[src/rtl/hilo_mult_if.sv]
// Handshake and result bundle between the EX stage and the HI/LO multiply sequencer.
// The master drives start/read requests; the slave (sequencer) returns HI/LO and status.
interface hilo_mult_if #(
    parameter int WIDTH = 32
);
    logic             enhilo_EX;
    logic             is_signed;
    logic [WIDTH-1:0] op_a;
    logic [WIDTH-1:0] op_b;
    logic [1:0]       regsel_EX;
    logic [WIDTH-1:0] hilo_rdata;
    logic [WIDTH-1:0] hi;
    logic [WIDTH-1:0] lo;
    logic             busy;
    logic             done;
    logic             stall_FETCH;

    modport master (
        output enhilo_EX, is_signed, op_a, op_b, regsel_EX,
        input  hilo_rdata, hi, lo, busy, done, stall_FETCH
    );

    modport slave (
        input  enhilo_EX, is_signed, op_a, op_b, regsel_EX,
        output hilo_rdata, hi, lo, busy, done, stall_FETCH
    );
endinterface

[src/rtl/hilo_mult_sequencer.sv]
// Iterative shift-add multiplier owning HI/LO; serves mfhi/mflo and stalls fetch on hazards.
// Optional macro HILO_EARLY_TERM_EN: finish early once the remaining multiplier bits are zero.
module hilo_mult_sequencer #(
    parameter int WIDTH = 32
) (
    input logic       clk,
    input logic       rst,
    hilo_mult_if.slave mif
);

    localparam int CNT_W = $clog2(WIDTH) + 1;

    typedef enum logic [1:0] {
        IDLE = 2'd0,
        RUN  = 2'd1,
        FIX  = 2'd2
    } state_t;

    state_t state, state_nxt;

    logic [WIDTH-1:0]   mcand;
    logic [WIDTH-1:0]   mplier;
    logic [WIDTH-1:0]   acc_hi;
    logic [WIDTH-1:0]   hi_r;
    logic [WIDTH-1:0]   lo_r;
    logic               neg;
    logic [CNT_W-1:0]   cnt;
    logic               wr_p0;
    logic               done_p1;
    logic [WIDTH:0]     sum;
    logic [2*WIDTH-1:0] prod_nxt;
    logic               run_last;

    function automatic logic [WIDTH-1:0] magnitude(input logic [WIDTH-1:0] v, input logic sgn);
        logic signed [WIDTH-1:0] sv;
        logic [WIDTH-1:0]        m;
        sv = v;
        // -2^(W-1) maps to 2^(W-1), which is still representable unsigned
        if (sgn && sv[WIDTH-1])
            m = ~v + {{(WIDTH-1){1'b0}}, 1'b1};
        else
            m = v;
        return m;
    endfunction

    function automatic logic [2*WIDTH-1:0] apply_sign(input logic [2*WIDTH-1:0] p, input logic n);
        logic [2*WIDTH-1:0] r;
        if (n)
            r = ~p + {{(2*WIDTH-1){1'b0}}, 1'b1};
        else
            r = p;
        return r;
    endfunction

`ifdef HILO_EARLY_TERM_EN
    logic [WIDTH-1:0]   rem;
    logic [2*WIDTH-1:0] prod_step;
    logic [CNT_W-1:0]   skip;

    always_comb begin
        sum       = {1'b0, acc_hi} + (mplier[0] ? {1'b0, mcand} : {(WIDTH+1){1'b0}});
        prod_step = {sum, mplier[WIDTH-1:1]};
        skip      = CNT_W'(WIDTH - 1) - cnt;
        // nothing left to add: slide the product into place in one step
        if (rem[WIDTH-1:1] == '0) begin
            prod_nxt = prod_step >> skip;
            run_last = 1'b1;
        end else begin
            prod_nxt = prod_step;
            run_last = (cnt == CNT_W'(WIDTH - 1));
        end
    end

    always_ff @(posedge clk or posedge rst) begin
        if (rst)
            rem <= '0;
        else if (state == IDLE && mif.enhilo_EX)
            rem <= magnitude(mif.op_b, mif.is_signed);
        else if (state == RUN)
            rem <= rem >> 1;
    end
`else
    always_comb begin
        sum      = {1'b0, acc_hi} + (mplier[0] ? {1'b0, mcand} : {(WIDTH+1){1'b0}});
        prod_nxt = {sum, mplier[WIDTH-1:1]};
        run_last = (cnt == CNT_W'(WIDTH - 1));
    end
`endif

    always_ff @(posedge clk or posedge rst) begin
        if (rst)
            state <= IDLE;
        else
            state <= state_nxt;
    end

    always_comb begin
        state_nxt = state;
        case (state)
            IDLE:    if (mif.enhilo_EX) state_nxt = RUN;
            RUN:     if (run_last) state_nxt = FIX;
            FIX:     state_nxt = IDLE;
            default: state_nxt = IDLE;
        endcase
    end

    // p0: operand capture / iteration / HI-LO write
    always_ff @(posedge clk or posedge rst) begin
        if (rst) begin
            mcand  <= '0;
            mplier <= '0;
            acc_hi <= '0;
            neg    <= 1'b0;
            cnt    <= '0;
            hi_r   <= '0;
            lo_r   <= '0;
        end else begin
            case (state)
                IDLE: begin
                    if (mif.enhilo_EX) begin
                        mcand  <= magnitude(mif.op_a, mif.is_signed);
                        mplier <= magnitude(mif.op_b, mif.is_signed);
                        neg    <= mif.is_signed & (mif.op_a[WIDTH-1] ^ mif.op_b[WIDTH-1]);
                        acc_hi <= '0;
                        cnt    <= '0;
                    end
                end
                RUN: begin
                    {acc_hi, mplier} <= prod_nxt;
                    cnt              <= cnt + CNT_W'(1);
                end
                FIX: begin
                    {hi_r, lo_r} <= apply_sign({acc_hi, mplier}, neg);
                end
                default: ;
            endcase
        end
    end

    // p1: done trails the HI/LO write by one cycle
    always_ff @(posedge clk or posedge rst) begin
        if (rst) begin
            wr_p0   <= 1'b0;
            done_p1 <= 1'b0;
        end else begin
            wr_p0   <= (state == FIX);
            done_p1 <= wr_p0;
        end
    end

    always_comb begin
        case (mif.regsel_EX)
            2'd1:    mif.hilo_rdata = hi_r;
            2'd2:    mif.hilo_rdata = lo_r;
            default: mif.hilo_rdata = '0;
        endcase
    end

    assign mif.hi          = hi_r;
    assign mif.lo          = lo_r;
    assign mif.busy        = (state != IDLE);
    assign mif.done        = done_p1;
    assign mif.stall_FETCH = (state != IDLE) &&
                             (mif.enhilo_EX || mif.regsel_EX == 2'd1 || mif.regsel_EX == 2'd2);

endmodule

[src/flat_wrapper.sv]
// flat-port wrapper written by rule: the top's interface ports become plain ports
module hilo_mult_sequencer_flat 
#(
    parameter int WIDTH = 32
)
  (clk, rst, mif_enhilo_EX, mif_is_signed, mif_op_a, mif_op_b, mif_regsel_EX, mif_hilo_rdata, mif_hi, mif_lo, mif_busy, mif_done, mif_stall_FETCH);
  hilo_mult_if #(.WIDTH(WIDTH)) mif_i ();
  input logic clk;
  input logic rst;
  input wire logic [$bits(mif_i.enhilo_EX)-1:0] mif_enhilo_EX;
  input wire logic [$bits(mif_i.is_signed)-1:0] mif_is_signed;
  input wire logic [$bits(mif_i.op_a)-1:0] mif_op_a;
  input wire logic [$bits(mif_i.op_b)-1:0] mif_op_b;
  input wire logic [$bits(mif_i.regsel_EX)-1:0] mif_regsel_EX;
  output wire logic [$bits(mif_i.hilo_rdata)-1:0] mif_hilo_rdata;
  output wire logic [$bits(mif_i.hi)-1:0] mif_hi;
  output wire logic [$bits(mif_i.lo)-1:0] mif_lo;
  output wire logic [$bits(mif_i.busy)-1:0] mif_busy;
  output wire logic [$bits(mif_i.done)-1:0] mif_done;
  output wire logic [$bits(mif_i.stall_FETCH)-1:0] mif_stall_FETCH;
  assign mif_i.enhilo_EX = mif_enhilo_EX;
  assign mif_i.is_signed = mif_is_signed;
  assign mif_i.op_a = mif_op_a;
  assign mif_i.op_b = mif_op_b;
  assign mif_i.regsel_EX = mif_regsel_EX;
  assign mif_hilo_rdata = mif_i.hilo_rdata;
  assign mif_hi = mif_i.hi;
  assign mif_lo = mif_i.lo;
  assign mif_busy = mif_i.busy;
  assign mif_done = mif_i.done;
  assign mif_stall_FETCH = mif_i.stall_FETCH;
  hilo_mult_sequencer #(.WIDTH(WIDTH)) u_core (.clk(clk), .rst(rst), .mif(mif_i));
endmodule
[config.mk]
export PLATFORM = sky130hd
export DESIGN_NAME = hilo_mult_sequencer_flat
export DESIGN_NICKNAME = d
export VERILOG_FILES = /design/src/rtl/hilo_mult_if.sv /design/src/rtl/hilo_mult_sequencer.sv /design/src/flat_wrapper.sv
export SDC_FILE = /design/constraint.sdc
export NUM_CORES = 1
export LEC_CHECK = 0
export ABC_AREA = 1
export CORE_ASPECT_RATIO = 0.6
export CORE_MARGIN = 10
export CORE_UTILIZATION = 35
export CTS_BUF_LIST = sky130_fd_sc_hd__clkbuf_4
export DETAILED_ROUTE_END_ITERATION = 8
export PLACE_DENSITY = 0.65
export RECOVER_POWER = 100
export SETUP_SLACK_MARGIN = 0.15
export SLEW_MARGIN = 20
export SYNTH_ARGS = -nofsm -noshare
export SYNTH_HDL_FRONTEND = slang
export SYNTH_SLANG_ARGS = --single-unit
[constraint.sdc]
create_clock -name clk -period 9.25 [get_ports clk]
set_input_delay 2.775 -clock clk [delete_from_list [all_inputs] [get_ports clk]]
set_output_delay 2.775 -clock clk [all_outputs]
set_load 0.02 [all_outputs]
**Word level (Yosys, flattened, before mapping)**

Cells that the tools add are included.

- Register bits: 171
- Bits in latches: 0
- Bits in writable memories: 0
- Bits in read-only memories: 0
- Bits of input ports: 70
- Output and inout bits: 99
- Logic and storage cells: 52
- Memories: 0

- Add/sub/neg operators: 5
- Multipliers: 0
- Div/mod/pow operators: 0
- Order comparisons: 0
- Equality and inequality tests: 7
- Shifts and indexed selects: 0
- Mux-type cells: 14
- Bitwise gates (word level): 5
- Reductions and logical operators: 11

Operator list:

| kind | number |
|---|---|
| one-hot mux 32 bit (2 select lines) | 3 |
| two-way mux 32 bit | 5 |
| adder 32 x 1 -> 32 bit (second input constant) | 2 |
| adder 64 x 1 -> 64 bit (second input constant) | 1 |
| two-way mux 64 bit | 1 |
| NOT 32 bit | 2 |
| NOT 64 bit | 1 |
| adder 32 x 33 -> 33 bit | 1 |
| one-hot mux 6 bit (2 select lines) | 1 |
| adder 6 x 1 -> 6 bit (second input constant) | 1 |
| equality test 6 x 5 -> 1 bit (second input constant) | 1 |
| two-way mux 6 bit | 1 |
| AND reduction 2 bit | 3 |
| equality test 2 x 1 -> 1 bit (second input constant) | 2 |
| equality test 2 bit (second input constant) | 2 |
| two-way mux 2 bit | 2 |
| one-hot mux 2 bit (2 select lines) | 1 |
| nonzero test 2 bit | 2 |
| logical AND 1 bit | 3 |
| zero test 2 bit | 1 |
| logical OR 1 bit | 2 |
| != test 2 x 1 -> 1 bit (second input constant) | 1 |
| != test 2 bit (second input constant) | 1 |
| bitwise AND 1 bit | 1 |
| XOR 1 bit | 1 |

**Longest topological paths before layout**

Gate-level depths: netlist (run 1).

- Depth after elaboration: 5
- Mapped depth: 18
- Mapped depth without buffers: 16

**Worst setup path after synthesis (run 1)**

OpenSTA, ideal clock, no wires.

- Kind: input -> output
- From: input port mif_regsel_EX[1]
- To: output port mif_hilo_rdata[0]
- Data arrival time: 3.834 ns
- Data required time: 6.475 ns
- Path slack: 2.641 ns
- Stages on the path: 6
- Buffers on the path: 2
- Path through: inv_1 > ha_1 > clkbuf_1 > clkbuf_1 > nand2_1 > a21oi_1

- Cells in the longest elaborated chain, start to end: 2
- Elaborated cells on any way between the ends: 3
- Those cells by class: eq/ne (2); mux (1)

Ends and longest elaborated chain:

| element | RTL line | RTL |
|---|---|---|
| start, declared | flat_wrapper.sv:14 | `input wire logic [$bits(mif_i.regsel_EX)-1:0] mif_regsel_EX;` |
| equality test 2 bit or equality test 2 x 1 -> 1 bit (tied branches) | hilo_mult_sequencer.sv:152 | `case (mif.regsel_EX)` |
| one-hot mux 32 bit (2 select lines) (*) | hilo_mult_sequencer.sv:152 |  |
| end, declared | flat_wrapper.sv:15 | `output wire logic [$bits(mif_i.hilo_rdata)-1:0] mif_hilo_rdata;` |

Mark *: on every way between the ends. The rest lies on a longest branch, timed or not.

**Worst setup path in the final report (run 1)**

- From: input port mif_regsel_EX[0]
- To: output port mif_hilo_rdata[13]

The elaborated chain is that of the path after synthesis.

==> results of run 1 <==
-- flip-flops by register name, indices dropped and copies added, names as in the netlist --
register,count
u_core.state,2
u_core.neg,1
u_core.mif.done,1
u_core.mplier,32
u_core.cnt,6
u_core.wr_p0,1
u_core.mcand,32
u_core.acc_hi,32
u_core.mif.lo,32
u_core.mif.hi,32
-- metal layers --
layer | track usage, % | vias up | routed length (µm)
met2 | 27.3 | 698 | 18900
met3 | 6.69 | 33 | 6480
met1 | 34.0 | 6791 | 25600
met4 | 2.98 | 0 | 453
met5 | 0 | - | 0
li1 | - | 7081 | -
-- stage by stage --
step           utilization, %  hold WS (ns)
3_5_place_dp             41.0         0.338
3_3_place_gp             41.0         0.337
6_report                 41.5         0.370
4_1_cts                  41.6         0.371
5_1_grt                  41.5         0.375
2_1_floorplan               -         0.331
-- cells in the mapped netlist (all sizes together), types with 18 or more instances --
library cell / number / area, µm²
dfrtp: 171 / 4280
inv: 272 / 1020
nor2: 241 / 947
nor3: 18 / 90.1
ha: 38 / 475
nand4: 22 / 138
o21ai: 143 / 731
a21oi: 77 / 385
nand3: 196 / 981
nand2: 763 / 2880
a22oi: 25 / 188
xor2: 45 / 394
buf: 24 / 138
clkbuf: 46 / 173
-- cells by family after synthesis --
| group | Yosys count | share of synthesized area, % |
|---|---|---|
| AOI/OAI and AO/OA | 279 | 11.6 |
| buffers and inverters | 343 | 10.0 |
| xor gates and xnor gates | 54 | 3.56 |
| and+or+nand+nor | 1259 | 38.8 |
| adders and majority gates | 39 | 3.73 |
| DFF | 171 | 32.2 |
-- worst register-to-register path: stages (launching register included) --
cell and delay (ns):
dfrtp_1 0.46, nand2_2 0.08, clkbuf_1 2.45, clkinv_1 0.31
clkbuf_1 0.91, nand3_1 0.71, nand2_1 0.10
-- power by group --
group | switching [mW] | internal [mW]
logic | 1.96 | 0.983
clock network | 0.293 | 0.105
registers | 0.490 | 1.07
total | 2.74 | 2.16
-- worst max-delay path by stage --
stage                startpoint                      endpoint  depth (start not counted)
5_1_grt        mif_regsel_EX[0]            mif_hilo_rdata[24]                          6
2_1_floorplan               rst  u_core.acc_hi[0]$_DFFE_PP0P_                          1
4_1_cts        mif_regsel_EX[0]             mif_hilo_rdata[4]                          6
3_3_place_gp   mif_regsel_EX[0]             mif_hilo_rdata[1]                          5
6_report       mif_regsel_EX[0]            mif_hilo_rdata[13]                          6
3_5_place_dp   mif_regsel_EX[0]             mif_hilo_rdata[4]                          6
-- cell type report --
class | count | area [µm²] | area share, %
clock buffers | 17 | 128 | 0.818
diodes | 2 | 5.00 | 0.0321
flip-flops and latches | 171 | 4280 | 27.4
clock inverters | 15 | 98.8 | 0.633
repair buffers | 181 | 1750 | 11.2
multi-input cells | 1631 | 7680 | 49.2
inverters | 273 | 1030 | 6.57
well taps | 513 | 642 | 4.11
==> impl_metrics.ini, run 1 <==
[power_and_ir_drop]
peakVddDrop_uv = 140
p_total_mw = 4.90
p_leak_nw = 7.83
cellPowerDensity_nw_per_um2 = 314

[worst_hold_path]
whs_path_depth = 0
min_to = u_core.mif.done$_DFF_PP0_
hp-class = flip-flop to flip-flop
min-delay-start = u_core.wr_p0$_DFF_PP0_

[floorplanning]
die-area_um2 = 46400
die-width_um = 272
num_rows = 55
core_area_um2 = 37600
io_pins = 169
die_y_um = 171
start_util_pct = 35.4

[cts]
numCtsBuffers = 17
post_cts_buffers = 0
clock_tree.root_cell = clkbuf_4
cts_buffer_depth = 2
cts.hold.buffers_added = 0
clock-sinks = 171
h-tree-depth = 4
cts_tree = done
clk_pin_slew_worst_paths_ns = 0.15
ctsResizeCount = 0
worstSkewPairLatency_ns = 0.63

[synthesis]
synthesis.nets = 2254
netlist_area_um2 = 13300
synth_edf_count = 0
yosysUniqueCellTypes = 44
async_flop_share_pct = 100
ys_seq_area_share_pct = 32.2
synth_ff_type = dfrtp_1
ys_ff_latch = 171
synthCells = 2145
ys_warn_count = 0
synth.avg_cell_area_um2 = 6.20

[final_layout]
final_cell_mix = nand2_1 (757), inv_1 (270), nor2_1 (228), nand3_1 (196), dfrtp_1 (170)
final_common_cell = nand2_1
stdcell_count = 2803
drive_gt1_share_pct = 2.71
fill_cells = 4064
areaGrowthSynthToFinish_pct = 17.4
fin_area_um2 = 15600
nNetsFinal = 2384

[job]
maxCapViolCount = 8

[sta]
period_minus_slack_ns = 8.26
fin_tns_setup_ns = 0
min_period_over_period_pct = 89.3
fin_ws_ns = 0.993
skew_ns = 0.0270
max-slew-margin-rel_pct = -144
fmax_ghz = 0.121
final-hold-violation-count = 0
tightest_slew_ns = 3.66
finalSetupViolCount = 0
rsz0062_at_grt = no
slew_violations = 460

[outcome]
status = finished, violations left
violations = max-capacitance violations, max-slew violations

[grt]
grt_max_degree = 89
antenna_found_initial = 3
grt_pass1_wl_um = 77000
grt_overflow = 0
grt_pass1_vias = 12667
grt_usage_pct = 21.5

[critical_path]
critPathBufInv = 3
critPathMaxFanout = 18
crit_chain = clkdlybuf4s50_1 > ha_1 > clkbuf_1 > nand2_1 > a21oi_1 > dlygate4sd3_1
cp.required_ns = 6.48
crit_family = buffers and inverters
critical_path_class = input port to primary output
r2r_end = u_core.mif.hi[5]$_DFFE_PP0P_
worstRegToRegCells = 6
max_stage_delay_ns = 0.70
worstSetupEndpointType = primary output
arrival_ns = 5.48
reg2reg_from = u_core.state[1]$_DFFE_PP0P_
worstSetupStartpointType = input port
slowest_stage = dlygate4sd3_1
reg2reg_setup_slack_ns = 4.11

[placement]
dp_hpwl_um = 41300
numPortBuffers = 168
placed_cells = 2769
place.gp.congestion = 0.990
dpl_worst_slack_ns = 1.36
place_area_um2 = 15400

[routing]
vias = 14603
route.detailed.drc = 0
final_antenna_net_count = 0
drt_first_pass_iters = 5
avgViaCountPerCell = 5.21
wire_per_inst_um = 18.4
drt_wl_total_um = 51500
drtIter0Drc = 1860
No activity file was read; power rests on OpenSTA's default activity.
==> inputs of run 2 (changes only) <==
- CORE_UTILIZATION: 35 -> 55
- PLACE_DENSITY: 0.65 -> 0.89
- SETUP_SLACK_MARGIN: 0.15 -> 0.1
==> run 2 against run 1 <==
Net effect:
- the flow still finishes with violations (max-capacitance violations, max-slew violations)
- clock skew down 0.0032 ns
- clock-buffer cell count up 1
- flip-flop and latch count unchanged
- clock power up 10%
- sequential power about the same
==> impl_metrics.ini, run 2 (same netlist as run 1, synthesis figures left out) <==
[floorplanning]
start_util_pct = 56.8
io_pins = 169
core_area_um2 = 23400
die-width_um = 221
die-area_um2 = 31000
num_rows = 43
die_y_um = 140

[critical_path]
crit_family = buffers and inverters
arrival_ns = 5.53
cp.required_ns = 6.48
worstSetupStartpointType = input port
max_stage_delay_ns = 0.78
critPathBufInv = 4
worstSetupEndpointType = primary output
slowest_stage = ha_1
critical_path_class = input port to primary output
crit_chain = clkdlybuf4s50_1 > inv_1 > ha_1 > clkbuf_1 > nand2_1 > a21oi_1 > dlygate4sd3_1
critPathMaxFanout = 25

[final_layout]
multi_input_area_um2 = 7670
final_cell_mix = nand2_1 (757), inv_1 (270), nor2_1 (229), nand3_1 (196), dfrtp_1 (170)
fill_cells = 2185
final_common_cell = nand2_1
nNetsFinal = 2381
drive_gt1_share_pct = 2.72
stdcell_count = 2599
areaGrowthSynthToFinish_pct = 15.7
regArea_um2 = 4280

[grt]
grt_pass1_wl_um = 72400
grt_usage_pct = 29.5
grt_max_degree = 105
antenna_found_initial = 2
grt_pass1_vias = 12812
grt_overflow = 0

[sta]
max-slew-margin-rel_pct = -215
skew_ns = 0.0237
period_minus_slack_ns = 8.31
fmax_ghz = 0.120
min_period_over_period_pct = 89.8
final-hold-violation-count = 0
fin_tns_setup_ns = 0
finalSetupViolCount = 0
slew_violations = 458
timing.hold.ws_ns = 0.367
rsz0062_at_grt = no
tightest_slew_ns = 4.70
fin_ws_ns = 0.945

[routing]
vias = 14759
top_layer = met5
drt_first_pass_iters = 8
route.met3.wl_um = 6690
wire_per_inst_um = 18.0
route.detailed.drc = 0
wl_met2_um = 18100
avgViaCountPerCell = 5.68
final_antenna_net_count = 0
wl_met1_um = 21600
drt_wl_total_um = 46800
drtIter0Drc = 1937

[outcome]
violations = max-capacitance violations, max-slew violations
status = finished, violations left

[power_and_ir_drop]
combPwrFrac_pct = 59.7
clkPwrFrac_pct = 9.0
switching_share_pct = 54.6
switchingPower_mw = 2.66
peakVddDrop_uv = 149
cellPowerDensity_nw_per_um2 = 317
p_leak_nw = 7.84
cellInternalPower_mw = 2.21
seq_power_share_pct = 31.3

[cts]
cts_tree = done
numCtsBuffers = 17
clock_tree.root_cell = clkbuf_4
cts_buffer_depth = 2
post_cts_buffers = 0
h-tree-depth = 4
clock-sinks = 171
worstSkewPairLatency_ns = 0.62
clk_pin_slew_worst_paths_ns = 0.13
cts.hold.buffers_added = 0
ctsResizeCount = 0

[placement]
placed_cells = 2568
dpl_worst_slack_ns = 1.14
place.gp.congestion = 1.00
dp_hpwl_um = 37300
numPortBuffers = 168

[worst_hold_path]
hp-class = flip-flop to flip-flop

[job]
maxCapViolCount = 7
-- run 2: worst paths after layout --
path | slack, ns | cells after the start | start | endpoint
min in group asynchronous | 4.03 | 2 | rst | u_core.mif.lo[18]$_DFFE_PP0P_
max in group asynchronous | 2.02 | 3 | rst | u_core.neg$_DFFE_PP0P_
worst min-delay path | 0.37 | 0 | u_core.wr_p0$_DFF_PP0_ | u_core.mif.done$_DFF_PP0_
worst max register to register | 4.27 | 6 | u_core.state[1]$_DFFE_PP0P_ | u_core.mif.hi[5]$_DFFE_PP0P_
worst min register to register | 0.37 | 0 | u_core.wr_p0$_DFF_PP0_ | u_core.mif.done$_DFF_PP0_
worst max-delay path | 0.94 | 7 | mif_regsel_EX[0] | mif_hilo_rdata[24]
-- run 2: layout make-up --
type	instances	share of cell area [%]
Clock buffer	18	0.879
Inverter	273	6.67
Antenna cell	1	0.0163
Sequential cell	171	27.8
Timing Repair Buffer	178	11.3
Multi-Input combinational cell	1631	49.9
Tap cell	315	2.56
Clock inverter	12	0.814
-- run 2: per-stage QoR --
stage          utilization [%]  area [µm²]  total power [mW]
2_1_floorplan                -       13300              3.34
3_3_place_gp              64.7       15100              4.30
3_5_place_dp              64.7       15100              4.38
4_1_cts                   65.8       15400              4.82
5_1_grt                   65.7       15400              5.24
6_report                  65.7       15400              4.87
-- run 2: layer usage --
metal | vias up | track usage (%)
met5 | - | 0
met4 | 2 | 5.03
met3 | 39 | 9.46
met2 | 810 | 38.4
met1 | 6834 | 45.8
li1 | 7074 | -
-- run 2: worst register-to-register path, stage by stage, from the launching register on --
cell and delay (ns):
dfrtp_1 0.43, nand2_2 0.07, clkbuf_1 2.35, clkinv_1 0.38
clkbuf_1 0.89, nand3_1 0.64, nand2_1 0.10
-- run 2: power by group through the flow --
stage	Combinational (mW)	Sequential (mW)	Clock, mW
after global routing	3.23	1.55	0.469
final	2.91	1.53	0.438
after floorplan	1.89	1.45	0
after CTS	2.88	1.50	0.436
after detailed placement	2.87	1.51	0
after global placement	2.79	1.50	0
==> inputs of run 3 (changes only) <==
- CORE_UTILIZATION: 55 -> 35
- PLACE_DENSITY: 0.89 -> 0.64
==> run 3 against run 2 <==
Net effect:
- clock power fell by 8.7%
- fmax increased by 0.33%
- clock skew up 0.012 ns
- power up 1.0%
- core utilization is 24 points lower
- the run still ends with max-capacitance violations, max-slew violations left
- sequential share of layout area down 0.42 points
- register-to-register slack improved by 0.18 ns
- non-clock buffer count rose by 4
==> impl_metrics.ini, run 3 (same netlist as run 1, synthesis figures left out) <==
[routing]
drt_wl_total_um = 51400
route.detailed.drc = 0
vias = 14328
drtIter0Drc = 1797
avgViaCountPerCell = 5.11
final_antenna_net_count = 0
drt_first_pass_iters = 6
wire_per_inst_um = 18.3

[sta]
fmax_ghz = 0.121
timing.hold.ws_ns = 0.364
fin_tns_setup_ns = 0
final-hold-violation-count = 0
tightest_slew_ns = 3.67
slew_violations = 506
period_minus_slack_ns = 8.28
rsz0062_at_grt = no
min_period_over_period_pct = 89.5
finalSetupViolCount = 0
max-slew-margin-rel_pct = -146
fin_ws_ns = 0.972
skew_ns = 0.0353

[placement]
dpl_worst_slack_ns = 1.34
numPortBuffers = 168
place.gp.congestion = 0.965
place_area_um2 = 15400
dp_hpwl_um = 41800
placed_cells = 2770

[floorplanning]
die_y_um = 171
start_util_pct = 35.4
die-width_um = 272
core_area_um2 = 37600
io_pins = 169
die-area_um2 = 46400
num_rows = 55

[grt]
grt_usage_pct = 21.8
grt_max_degree = 79
grt_pass1_vias = 12962
use_met3_pct = 7.89
grt_overflow = 0
groute.layer.met2.usage_pct = 27.6
grt_pass1_wl_um = 78800
antenna_found_initial = 4
grt_use_met1_pct = 34.0
grt_busiest_layer = met1

[critical_path]
critPathMaxFanout = 17
cp.required_ns = 6.48
arrival_ns = 5.50
worstSetupStartpointType = input port
worstSetupEndpointType = primary output
startpoint = mif_regsel_EX[0]
critical_path_class = input port to primary output
reg2reg_from = u_core.neg$_DFFE_PP0P_

[cts]
cts_tree = done
cts_buffer_depth = 2
post_cts_buffers = 0
clk_pin_slew_worst_paths_ns = 0.13
worstSkewPairLatency_ns = 0.64
ctsResizeCount = 0
clock-sinks = 171
h-tree-depth = 4
numCtsBuffers = 17
clock_tree.root_cell = clkbuf_4
cts.hold.buffers_added = 0

[final_layout]
post-route-util_pct = 41.5
final_common_cell = nand2_1
fin_area_um2 = 15600
final_cell_mix = nand2_1 (759), inv_1 (270), nor2_1 (229), nand3_1 (196), dfrtp_1 (170)
nNetsFinal = 2385
multi_input_area_um2 = 7660
areaGrowthSynthToFinish_pct = 17.4
regArea_um2 = 4280
stdcell_count = 2803
fill_cells = 4086
drive_gt1_share_pct = 2.71

[job]
maxCapViolCount = 9

[power_and_ir_drop]
peakVddDrop_uv = 125
p_leak_nw = 7.85
cellPowerDensity_nw_per_um2 = 315
p_total_mw = 4.92

[outcome]
status = finished, violations left
violations = max-capacitance violations, max-slew violations

[worst_hold_path]
hp-class = flip-flop to flip-flop
min-delay-start = u_core.wr_p0$_DFF_PP0_
==> run 3: changes by cell type in the layout (fill, tap and decap cells not counted), moves of 2 or more <==
cell,change
bufinv_16,-2
nand2_2,-2
clkinv_4,+3
nand2_1,+2
clkbuf_1,+3
clkinvlp_4,-2
==> run 3: final cells by class <==
type	instances	share of cell area [%]
Antenna cell	2	0.0321
Clock buffer	19	0.914
Clock inverter	12	0.593
Inverter	273	6.57
Multi-Input combinational cell	1631	49.1
Sequential cell	171	27.4
Tap cell	513	4.11
Timing Repair Buffer	182	11.2
==> run 3: report_power, final <==
group	leakage (nW)	total, mW	switching, mW	internal, mW
combinational	5.67	2.96	1.96	0.995
clock	0.129	0.400	0.287	0.114
sequential	2.04	1.56	0.489	1.07
total	7.85	4.92	2.74	2.18
==> run 3: worst paths after layout <==
kind | to | slack [ns] | cells past startpoint
max in group asynchronous | u_core.mcand[20]$_DFFE_PP0P_ | 2.76 | 3
max | mif_stall_FETCH | 0.97 | 7
min reg2reg | u_core.mif.done$_DFF_PP0_ | 0.36 | 0
min in group asynchronous | u_core.mif.lo[17]$_DFFE_PP0P_ | 3.65 | 2
min | u_core.mif.done$_DFF_PP0_ | 0.36 | 0
max reg2reg | u_core.mif.lo[23]$_DFFE_PP0P_ | 4.45 | 5
==> run 3: routing by layer <==
metal / part of all wire, % / wire length, µm / vias to the layer above
li1: - / - / 7087
met4: 0.91 / 467 / 2
met3: 12 / 6250 / 29
met1: 50 / 25900 / 6594
met2: 36 / 18700 / 616
met5: 0.20 / 104 / -
==> run 3: worst max-delay path, cell delays in order <==
cell	delay (ns)
clkdlybuf4s50_1	0.43
inv_1	0.07
ha_1	0.57
clkbuf_1	0.63
nor2_1	0.18
a21oi_1	0.16
dlygate4sd3_1	0.68
